<file path="config.mk">
export PLATFORM = sky130hd
export DESIGN_NAME = serial_sub30
export DESIGN_NICKNAME = d
export VERILOG_FILES = /design/src/rtl/serial_sub30_pkg.sv /design/src/rtl/serial_sub30_sub_bit_cell.sv /design/src/rtl/serial_sub30.sv
export SDC_FILE = /design/constraint.sdc
export NUM_CORES = 1
export LEC_CHECK = 0
export CAP_MARGIN = 20
export CORE_ASPECT_RATIO = 0.6
export CORE_MARGIN = 1.5
export CORE_UTILIZATION = 40
export CTS_CLUSTER_DIAMETER = 100
export CTS_CLUSTER_SIZE = 8
export DETAILED_ROUTE_END_ITERATION = 8
export GPL_TIMING_DRIVEN = 0
export PLACE_DENSITY = 0.65
export SYNTH_ARGS = -nofsm -noshare
export SYNTH_HDL_FRONTEND = slang
export SYNTH_HIERARCHICAL = 1
export SYNTH_SLANG_ARGS = --single-unit
export TNS_END_PERCENT = 30
</file>
<file path="constraint.sdc">
create_clock -name clk -period 1.9 [get_ports clk]
set_clock_uncertainty 0.05 [all_clocks]
set_input_delay 0.285 -clock clk [delete_from_list [all_inputs] [get_ports clk]]
set_output_delay 0.285 -clock clk [all_outputs]
set_load 0.1 [all_outputs]
</file>
<file path="src/rtl/serial_sub30_pkg.sv">
// Shared types and helpers for the bit-serial subtractor.
package serial_sub30_pkg;

    typedef enum logic [1:0] {
        IDLE = 2'd0,
        RUN  = 2'd1,
        DONE = 2'd2
    } sub_state_t;

    localparam int DEF_WIDTH = 30;

    function automatic int cnt_w(input int width);
        return $clog2(width);
    endfunction

endpackage

</file>
<file path="src/rtl/serial_sub30_sub_bit_cell.sv">
// One-bit full adder; the subtrahend bit arrives already inverted.
module sub_bit_cell (
    input  logic a,
    input  logic b,
    input  logic cin,
    output logic s,
    output logic cout
);

    assign s    = a ^ b ^ cin;
    assign cout = (a & b) | (cin & (a ^ b));

endmodule

</file>
<file path="src/rtl/serial_sub30.sv">
// Bit-serial two's-complement subtractor: Diff = Reg1 - Reg2, LSB first,
// computed as Reg1 + ~Reg2 + 1 through a single full-adder cell.
module serial_sub30
    import serial_sub30_pkg::*;
#(
    parameter int WIDTH = DEF_WIDTH
) (
    input  logic             clk,
    input  logic             reset,
    input  logic             in_valid,
    output logic             in_ready,
    input  logic [WIDTH-1:0] Reg1,
    input  logic [WIDTH-1:0] Reg2,
    output logic             out_valid,
    input  logic             out_ready,
    output logic [WIDTH-1:0] Diff,
    output logic             Borrow,
    output logic             Overflow,
    output sub_state_t       dbg_state
);

    localparam int CW = cnt_w(WIDTH);
    localparam logic [CW-1:0] LAST = CW'(WIDTH - 1);
    localparam logic [CW-1:0] PEN  = CW'(WIDTH - 2);

    sub_state_t state, state_nxt;

    logic [WIDTH-1:0] a_sh, b_sh, d_sh;
    logic [CW-1:0]    count;
    logic             carry, c_msb_in;
    logic             cell_s, cell_cout;
    logic [WIDTH-1:0] diff_q;
    logic             borrow_q, ovf_q;

    sub_bit_cell u_cell (
        .a    (a_sh[0]),
        .b    (b_sh[0]),
        .cin  (carry),
        .s    (cell_s),
        .cout (cell_cout)
    );

    // Handshakes: a transfer happens on a rising edge where valid && ready;
    // in_ready is high only in IDLE, out_valid only in DONE, and results hold until taken.
    always_ff @(posedge clk or negedge reset) begin
        if (!reset) state <= IDLE;
        else        state <= state_nxt;
    end

    always_comb begin
        state_nxt = state;
        in_ready  = 1'b0;
        out_valid = 1'b0;
        case (state)
            IDLE: begin
                in_ready = 1'b1;
                if (in_valid) state_nxt = RUN;
            end
            RUN: begin
                if (count == LAST) state_nxt = DONE;
            end
            DONE: begin
                out_valid = 1'b1;
                if (out_ready) state_nxt = IDLE;
            end
            default: state_nxt = IDLE;
        endcase
    end

    always_ff @(posedge clk or negedge reset) begin
        if (!reset) begin
            a_sh     <= '0;
            b_sh     <= '0;
            d_sh     <= '0;
            count    <= '0;
            carry    <= 1'b0;
            c_msb_in <= 1'b0;
            diff_q   <= '0;
            borrow_q <= 1'b0;
            ovf_q    <= 1'b0;
        end else begin
            case (state)
                IDLE: begin
                    if (in_valid) begin
                        a_sh  <= Reg1;
                        b_sh  <= ~Reg2;
                        carry <= 1'b1;
                        count <= '0;
                    end
                end
                RUN: begin
                    a_sh  <= a_sh >> 1;
                    b_sh  <= b_sh >> 1;
                    d_sh  <= {cell_s, d_sh[WIDTH-1:1]};
                    carry <= cell_cout;
                    // Carry out of bit WIDTH-2 is the carry into the sign bit.
                    if (count == PEN) c_msb_in <= cell_cout;
                    if (count == LAST) begin
                        diff_q   <= {cell_s, d_sh[WIDTH-1:1]};
                        borrow_q <= ~cell_cout;
                        ovf_q    <= c_msb_in ^ cell_cout;
                    end else begin
                        count <= count + 1'b1;
                    end
                end
                default: ;
            endcase
        end
    end

    assign Diff      = diff_q;
    assign Borrow    = borrow_q;
    assign Overflow  = ovf_q;
    assign dbg_state = state;

endmodule

</file>
# Yosys cells after proc, flatten, opt, wreduce, memory -nomap -nowiden
# Index checks and enable logic that the tools add are counted.
# Widths: inputs -> output; s select.
[totals]
latchBits = 0
mem_count = 0
romBits = 0
wordCells = 49
inputBits = 64
regBits = 131
out_inout_bits = 36
ramBits = 0
[op_classes]
n_lt_le_gt_ge = 0
shift = 0
muxes = 15
n_reduce_logical = 7
n_mul = 0
div = 0
n_eq_ne = 8
add_sub_neg = 1
bitwise = 8
[op_table]
columns = ["cell", "n"]
rows = [
  ["$pmux 30 s2", 2],
  ["$mux 30", 2],
  ["$not 30->30", 1],
  ["$eq 5x5->1 const B", 2],
  ["$mux 5", 2],
  ["$pmux 5 s2", 1],
  ["$ne 2x2->1 const B", 4],
  ["$mux 2", 3],
  ["$pmux 2 s3", 1],
  ["$reduce_and 2->1", 3],
  ["$reduce_and 3->1", 2],
  ["$add 5x1->5 const B", 1],
  ["$mux 1", 3],
  ["$xor 1x1->1", 3],
  ["$and 1x1->1", 2],
  ["$eq 2x1->1 const B", 1],
  ["$eq 2x2->1 const B", 1],
  ["$logic_not 2->1", 1],
  ["$pmux 1 s2", 1],
  ["$reduce_bool 2->1", 1],
  ["$not 1->1", 1],
  ["$or 1x1->1", 1],
]

# Logic depth before layout (Yosys ltp)
# Gate-level depths: netlist (run 1).
[depth]
ltp_word = 4
mapped_depth = 6
mapped_depth_nobuf = 5

# By module
# Netlist (run 1), hierarchy kept.
[modules_own_cells]
columns = ["module", "area_per_inst_um2", "instances", "cells_per_inst"]
rows = [
  ["serial_sub30", 5611.6, 1, 532],
  ["sub_bit_cell", 20.0, 1, 1],
]

# Worst setup path after synthesis (run 1)
# No wires, ideal clock.
[synth_timing]
kind = "flip-flop to flip-flop"
from = "register state[1] (netlist: dbg_state[1])"
to = "register state[1] (netlist: dbg_state[1])"
path_buffers = 0
path_slack_ns = -0.912
t_arrival_ns = 2.693
stages_incl_launch_ff = 3
setup_time_ns = 0.069
cell_sequence = "dfrtp_1 > nor2b_1 > a21o_1"
[synth_between]
elab_chain_len = 3
[synth_lines]
columns = ["item", "line_no", "rtl"]
rows = [
  ["start: declaration", "serial_sub30.sv:26", "sub_state_t state, state_nxt;"],
  ["start signal: assignment", "serial_sub30.sv:47", "else state <= state_nxt;"],
  ["$eq 2x1->1, or another cell as far along", "serial_sub30.sv:54", "case (state)"],
  ["$ne 2x2->1 (no source line)", "n/a", ""],
  ["$reduce_and 3->1 (no source line)", "n/a", ""],
]
# Several ways; a longest one is shown, not always the timed one.
# A chain may end at the register's enable or synchronous reset.

# Worst setup path in the final report (run 1)
[layout_timing]
from = "register state[0] (netlist: dbg_state[0])"
to = "output dbg_state[0]"
[layout_rtl]
columns = ["item", "line_no", "rtl"]
rows = [
  ["end: declaration", "serial_sub30.sv:19", "output sub_state_t dbg_state"],
]
# No word-level cell between the ends.

==> results_dict.tcl, run 1 <==
set metrics [dict create \
    status "completed" \
    start_kind "register" \
    yosysUniqueCellTypes 35 \
    setup_ws_ps 62.3 \
    vias_per_cell 4.72 \
    antenna_found_initial 0 \
    final_antenna_net_count 0 \
    slew_violations 0 \
    ir_worst_vdd_mv 1.15 \
    p_switching_uw 6380 \
    pin_count 100 \
    num_vias 4060 \
    rows 33 \
    tightest_slew_ps 679 \
    crit_slowest_cell "clkdlybuf4s15_2" \
    io_buffer_count 99 \
    cts_buffers 17 \
    yosys.area.top_type_share 0.578 \
    drv_cap 0 \
    synthesis.area_mm2 0.00563 \
    drtPass1Iterations 4 \
    critical_path.endpoint_type "output pin" \
    hold_class "in2reg" \
    leakage_uw 0.00347 \
    drive_gt1_frac 0.198 \
    critPathTopFamily "buffers and inverters" \
    grt_overflow 0 \
    required_ps 1560 \
    tritoncts "done" \
    cp_num_buf_inv 1 \
    p_per_area_mw_per_mm2 1920 \
    worstPathCellList "clkdlybuf4s15_2" \
    cts_sinks 130 \
    final_cell_mix "nand2_1 (149), dfrtp_1 (128), clkdlybuf4s50_1 (62), o21ai_0 (34), clkdlybuf4s15_2 (33)" \
    core_mm2 0.0137 \
    h-tree-depth 4 \
    internal_power_uw 8140 \
    path_clk_slew_ps 50 \
    grt_pass1_wl_mm 20.4 \
    crit_type "reg2out" \
    path_max_fanout 7 \
    ys_ff_latch 130 \
    grt_usage 0.178 \
    wl_mm 12.1 \
    clk_latency_ps 410 \
    syn_area_per_cell_um2 10.6 \
    grt_pass1_vias 3971 \
    yosysWarnings 6 \
    grt_max_degree 75 \
    place.gp.congestion 0.826 \
    synth_cells 533 \
    syn_to_final_growth_pct 34.7 \
    synth_area_leaders "dfrtp_1 (58%), nand2_1 (9.9%), mux2_2 (6.4%)" \
    drt-initial-drc-count 187 \
    period_minus_slack_ps 1840 \
    hpwl_mm 8.49 \
    die_y_um 94.9 \
    syn_nets 601 \
    clk_path_buf_depth 2 \
    max_slew_margin 0.547 \
    power_frac_seq 0.334 \
    synth_area_leader_cell "dfrtp_1" \
    max_freq_ghz 0.544 \
    switching_share 0.439 \
    post-route-drc-count 0 \
    post-route-util 0.553 \
    hold_violations 0 \
    rsz0062_at_grt "false" \
    finalCritPeriodShare 0.967 \
    wl_per_cell_um 14.1 \
    initial_core_util 0.411 \
    fin_nets 723 \
    total_power_uw 14500 \
    combPwrFrac 0.436 \
    final_common_cell "nand2_1" \
    ys_seq_area_frac 0.578 \
    fp.dieW_um 156 \
    dieArea_mm2 0.0148 \
    cts_root_buf "clkbuf_16" \
    diodes 0 \
    worstPathArrival_ps 1500 \
    post-place-ws_ps -207 \
    setup_viol 0 \
    clock_power_share 0.230 \
    cp_slowest_stage_delay_ps 610 \
]
==> power groups by stage <==
stage / clock network [µW] / logic (µW) / registers (µW)
after floorplan: 0 / 2670 / 6970
after global placement: 0 / 6330 / 4830
after detailed placement: 0 / 6450 / 4890
after CTS: 3420 / 6370 / 4860
after global routing: 3560 / 6860 / 5030
final: 3340 / 6340 / 4850
==> cells in the mapped netlist <==
cell type	instances
a211o_1	1
a21o_1	1
a21oi_1	1
a31oi_1	1
a32o_1	1
a41oi_1	1
and2_0	6
and2_1	23
and4_1	1
buf_2	13
buf_4	2
buf_6	6
clkbuf_1	12
dfrtp_1	130
fa_1	1
ha_1	3
inv_1	8
mux2_2	32
mux2i_1	31
nand2_1	149
nand2b_1	2
nand2b_4	1
nand3_1	1
nand4b_1	1
nor2_1	31
nor2b_1	2
nor3_1	1
nor3_4	1
o211ai_1	2
o21ai_0	34
o21bai_1	1
o31ai_1	30
or3_1	1
or3b_2	1
xor2_1	1
==> metrics by stage <==
stage	cells	TNS [ps]	cell area, µm²	hold WS (ps)
after floorplan	533	0	5650	-60.6
after global routing	860	0	7580	402
after detailed placement	825	-1810	6910	303
after CTS	858	-58.5	7560	382
final	860	0	7580	396
after global placement	824	-597560	6880	408
==> repair_timing <==
action	CTS	global route
hold endpoints to repair	73	0
pin swaps	0	1
hold buffers	1	0
buffers inserted	0	2
resized for setup	111	4
endpoints found under the setup margin	36	38
==> per-layer routing <==
metal	up-vias	GRT usage	part of all wire	wire length, µm
met3	6	0.0418	0.047	574
met4	0	0.0667	0.0052	63
met5	-	0	0	0
met1	1937	0.265	0.53	6440
li1	2021	-	-	-
met2	96	0.249	0.42	5060
==> path summary, 6_finish.rpt <==
check	cells past startpoint	start	slack, ps	end
setup / recovery	1	dbg_state[0]	60	dbg_state[0]
hold / removal	2	Reg2[29]	400	b_sh[29]
setup reg to reg	7	count[1]	100	Diff[27]
hold reg to reg	2	b_sh[27]	430	b_sh[27]
max in group asynchronous	3	reset	650	dbg_state[0]
min in group asynchronous	2	reset	420	Diff[5]
==> registers in the layout, indices dropped and copies added, names as in the netlist <==
register   cells
Diff          30
a_sh          30
b_sh          30
d_sh          29
count          5
dbg_state      2
Borrow         1
Overflow       1
c_msb_in       1
carry          1
==> cell type report <==
| class | instances | area (µm²) |
|---|---|---|
| fillers | 1198 | 6120 |
| flip-flops and latches | 130 | 3260 |
| multi-input cells | 362 | 2170 |
| repair buffers | 103 | 1080 |
| clock buffers | 18 | 429 |
| well taps | 192 | 240 |
| plain buffers | 33 | 198 |
| clock inverters | 14 | 178 |
| inverters | 8 | 30.0 |
==> cells by family after synthesis <==
group | after synthesis | synth area share
flops | 130 | 0.578
xor+xnor | 1 | 0.00156
simple gates | 221 | 0.170
fa+ha+maj | 4 | 0.0102
buf+inv | 41 | 0.0395
compound gates | 73 | 0.0824
mux | 63 | 0.119
(Power assumes the default switching activity.)
==> run 2: changes to the inputs <==
--- a/config.mk
+++ b/config.mk
@@ -6,7 +6,7 @@
 export NUM_CORES = 1
 export LEC_CHECK = 0
 export CAP_MARGIN = 20
-export CORE_ASPECT_RATIO = 0.6
+export CORE_ASPECT_RATIO = 0.75
 export CORE_MARGIN = 1.5
 export CORE_UTILIZATION = 40
 export CTS_CLUSTER_DIAMETER = 100
@@ -14,6 +14,7 @@
 export DETAILED_ROUTE_END_ITERATION = 8
 export GPL_TIMING_DRIVEN = 0
 export PLACE_DENSITY = 0.65
+export SKIP_LAST_GASP = 1
 export SYNTH_ARGS = -nofsm -noshare
 export SYNTH_HDL_FRONTEND = slang
 export SYNTH_HIERARCHICAL = 1
==> run 2 against run 1 <==
  * The run now ends with negative setup slack left
  * Register-to-register slack is essentially flat
  * Combinational power shrank 1%
  * Worst hold slack lost 78 ps
  * Critical path type unchanged
  * Critical endpoint is now Diff[18]
==> results_dict.tcl, run 2 (synthesized netlist as in run 1, its figures left out) <==
set metrics [dict create \
    status "complete, but fails checks" \
    violations "negative setup slack" \
    syn_to_final_growth_pct 33.5 \
    io_buffer_count 99 \
    cp_slowest_stage_delay_ps 850 \
    drv_cap 0 \
    hold_class "in2async" \
    rsz0062_at_grt "true" \
    pin_count 100 \
    dieArea_mm2 0.0148 \
    diodes 0 \
    grt_usage 0.173 \
    place.gp.congestion 0.784 \
    final_antenna_net_count 0 \
    max_freq_ghz 0.516 \
    wl_mm 11.9 \
    leakage_uw 0.00348 \
    worstPathArrival_ps 1600 \
    num_vias 4121 \
    path_max_fanout 2 \
    initial_core_util 0.410 \
    crit_type "reg2out" \
    drive_gt1_frac 0.166 \
    tightest_slew_ps 961 \
    dp_cells 808 \
    path_clk_slew_ps 60 \
    slew_violations 0 \
    dpl_cell_area_mm2 0.00689 \
    clk_path_buf_depth 2 \
    tritoncts "done" \
    final_common_cell "nand2_1" \
    use_met3 0.0368 \
    ir_worst_vdd_mv 0.953 \
    final_cell_mix "nand2_1 (149), dfrtp_1 (128), clkdlybuf4s50_1 (62), o21ai_0 (34), mux2_2 (32)" \
    critical_path.endpoint_type "output pin" \
    p_per_area_mw_per_mm2 1920 \
    h-tree-depth 4 \
    cts_root_buf "clkbuf_16" \
    cts_sinks 130 \
    hpwl_mm 8.22 \
    worstPathCellList "dlygate4sd2_1" \
    fin_cells 843 \
    vias_per_cell 4.89 \
    wl_per_cell_um 14.1 \
    start_kind "register" \
    post-route-util 0.547 \
    grt_pass1_wl_mm 20.3 \
    setup_viol 22 \
    grt_max_degree 84 \
    grt_pass1_vias 4134 \
    grt-busiest-layer "met2" \
    gr-usage-met1 0.248 \
    cp_num_buf_inv 1 \
    post-route-drc-count 0 \
    clk_latency_ps 400 \
    drtPass1Iterations 4 \
    fin_nets 723 \
    crit_slowest_cell "dlygate4sd2_1" \
    whs_ps 318 \
    fillCellCount 1189 \
    critPathTopFamily "buffers and inverters" \
    use_met2 0.256 \
    antenna_found_initial 0 \
    grt_overflow 0 \
    rows 37 \
    core_mm2 0.0137 \
    setup_ws_ps -36.2 \
    final_area_mm2 0.00752 \
    drt-initial-drc-count 279 \
    die_y_um 106 \
    fp.dieW_um 140 \
    hold_violations 0 \
    cts_buffers 17 \
    period_minus_slack_ps 1940 \
    max_slew_margin 0.362 \
    required_ps 1560 \
    finalCritPeriodShare 1.02 \
]
## run 2: cell types whose count changed in the layout (fill, tap and decap cells not counted), moves of 2 or more
cell	previous run	this run
clkinv_4	4	2
clkbuf_8	0	3
clkbuf_2	1	4
dlygate4sd2_1	0	12
clkdlybuf4s15_1	0	10
clkinvlp_4	1	3
clkbuf_4	2	0
clkdlybuf4s15_2	33	8
inv_6	4	1
## run 2: metal layers
metal  up-vias  wire (µm)
met1      1988       6050
li1       2018          -
met3        16        451
met2        99       5170
met5         -          0
met4         0        195
## run 2: final timing paths
path                       slack [ps]      endpoint  cells past startpoint      start
max                               -40      Diff[18]                      1   Diff[18]
min                               320       Diff[6]                      2      reset
max reg2reg                        90      Diff[16]                      7   count[1]
min reg2reg                       430       d_sh[1]                      2    d_sh[1]
max in group asynchronous         710  dbg_state[0]                      3      reset
min in group clk                  400  dbg_state[1]                      3  out_ready
## run 2: timing repair
item | CTS | global route
endpoints found under the setup margin | 36 | 56
hold buffers | 1 | 0
endpoints found under the hold margin | 47 | 0
buffers inserted | 0 | 2
pin swaps | 0 | 1
gates resized for setup | 58 | 21
## run 2: cell type report
type,count,area [µm²],share of cell area
Clock buffer,20,467,0.0621
Clock inverter,12,154,0.0205
Inverter,8,30.0,0.00399
Multi-Input combinational cell,362,2170,0.289
Tap cell,175,219,0.0291
Timing Repair Buffer,103,1030,0.137
Buffer,33,196,0.0261
Sequential cell,130,3260,0.433
## run 2: through the flow
| stage | power (µW) | TNS [ps] | setup WS, ps |
|---|---|---|---|
| final | 14500 | -469 | -36.2 |
| after global routing | 15400 | -1730 | -77.8 |
| after CTS | 14600 | -1570 | -70.9 |
| after detailed placement | 11400 | -2100 | -215 |
| after global placement | 11100 | -584800 | -4970 |
| after floorplan | 9650 | 0 | 12.1 |
## run 2: report_power, final
part | switching [µW] | internal (µW)
Combinational | 4330 | 1920
Sequential | 780 | 4060
Clock | 1220 | 2170
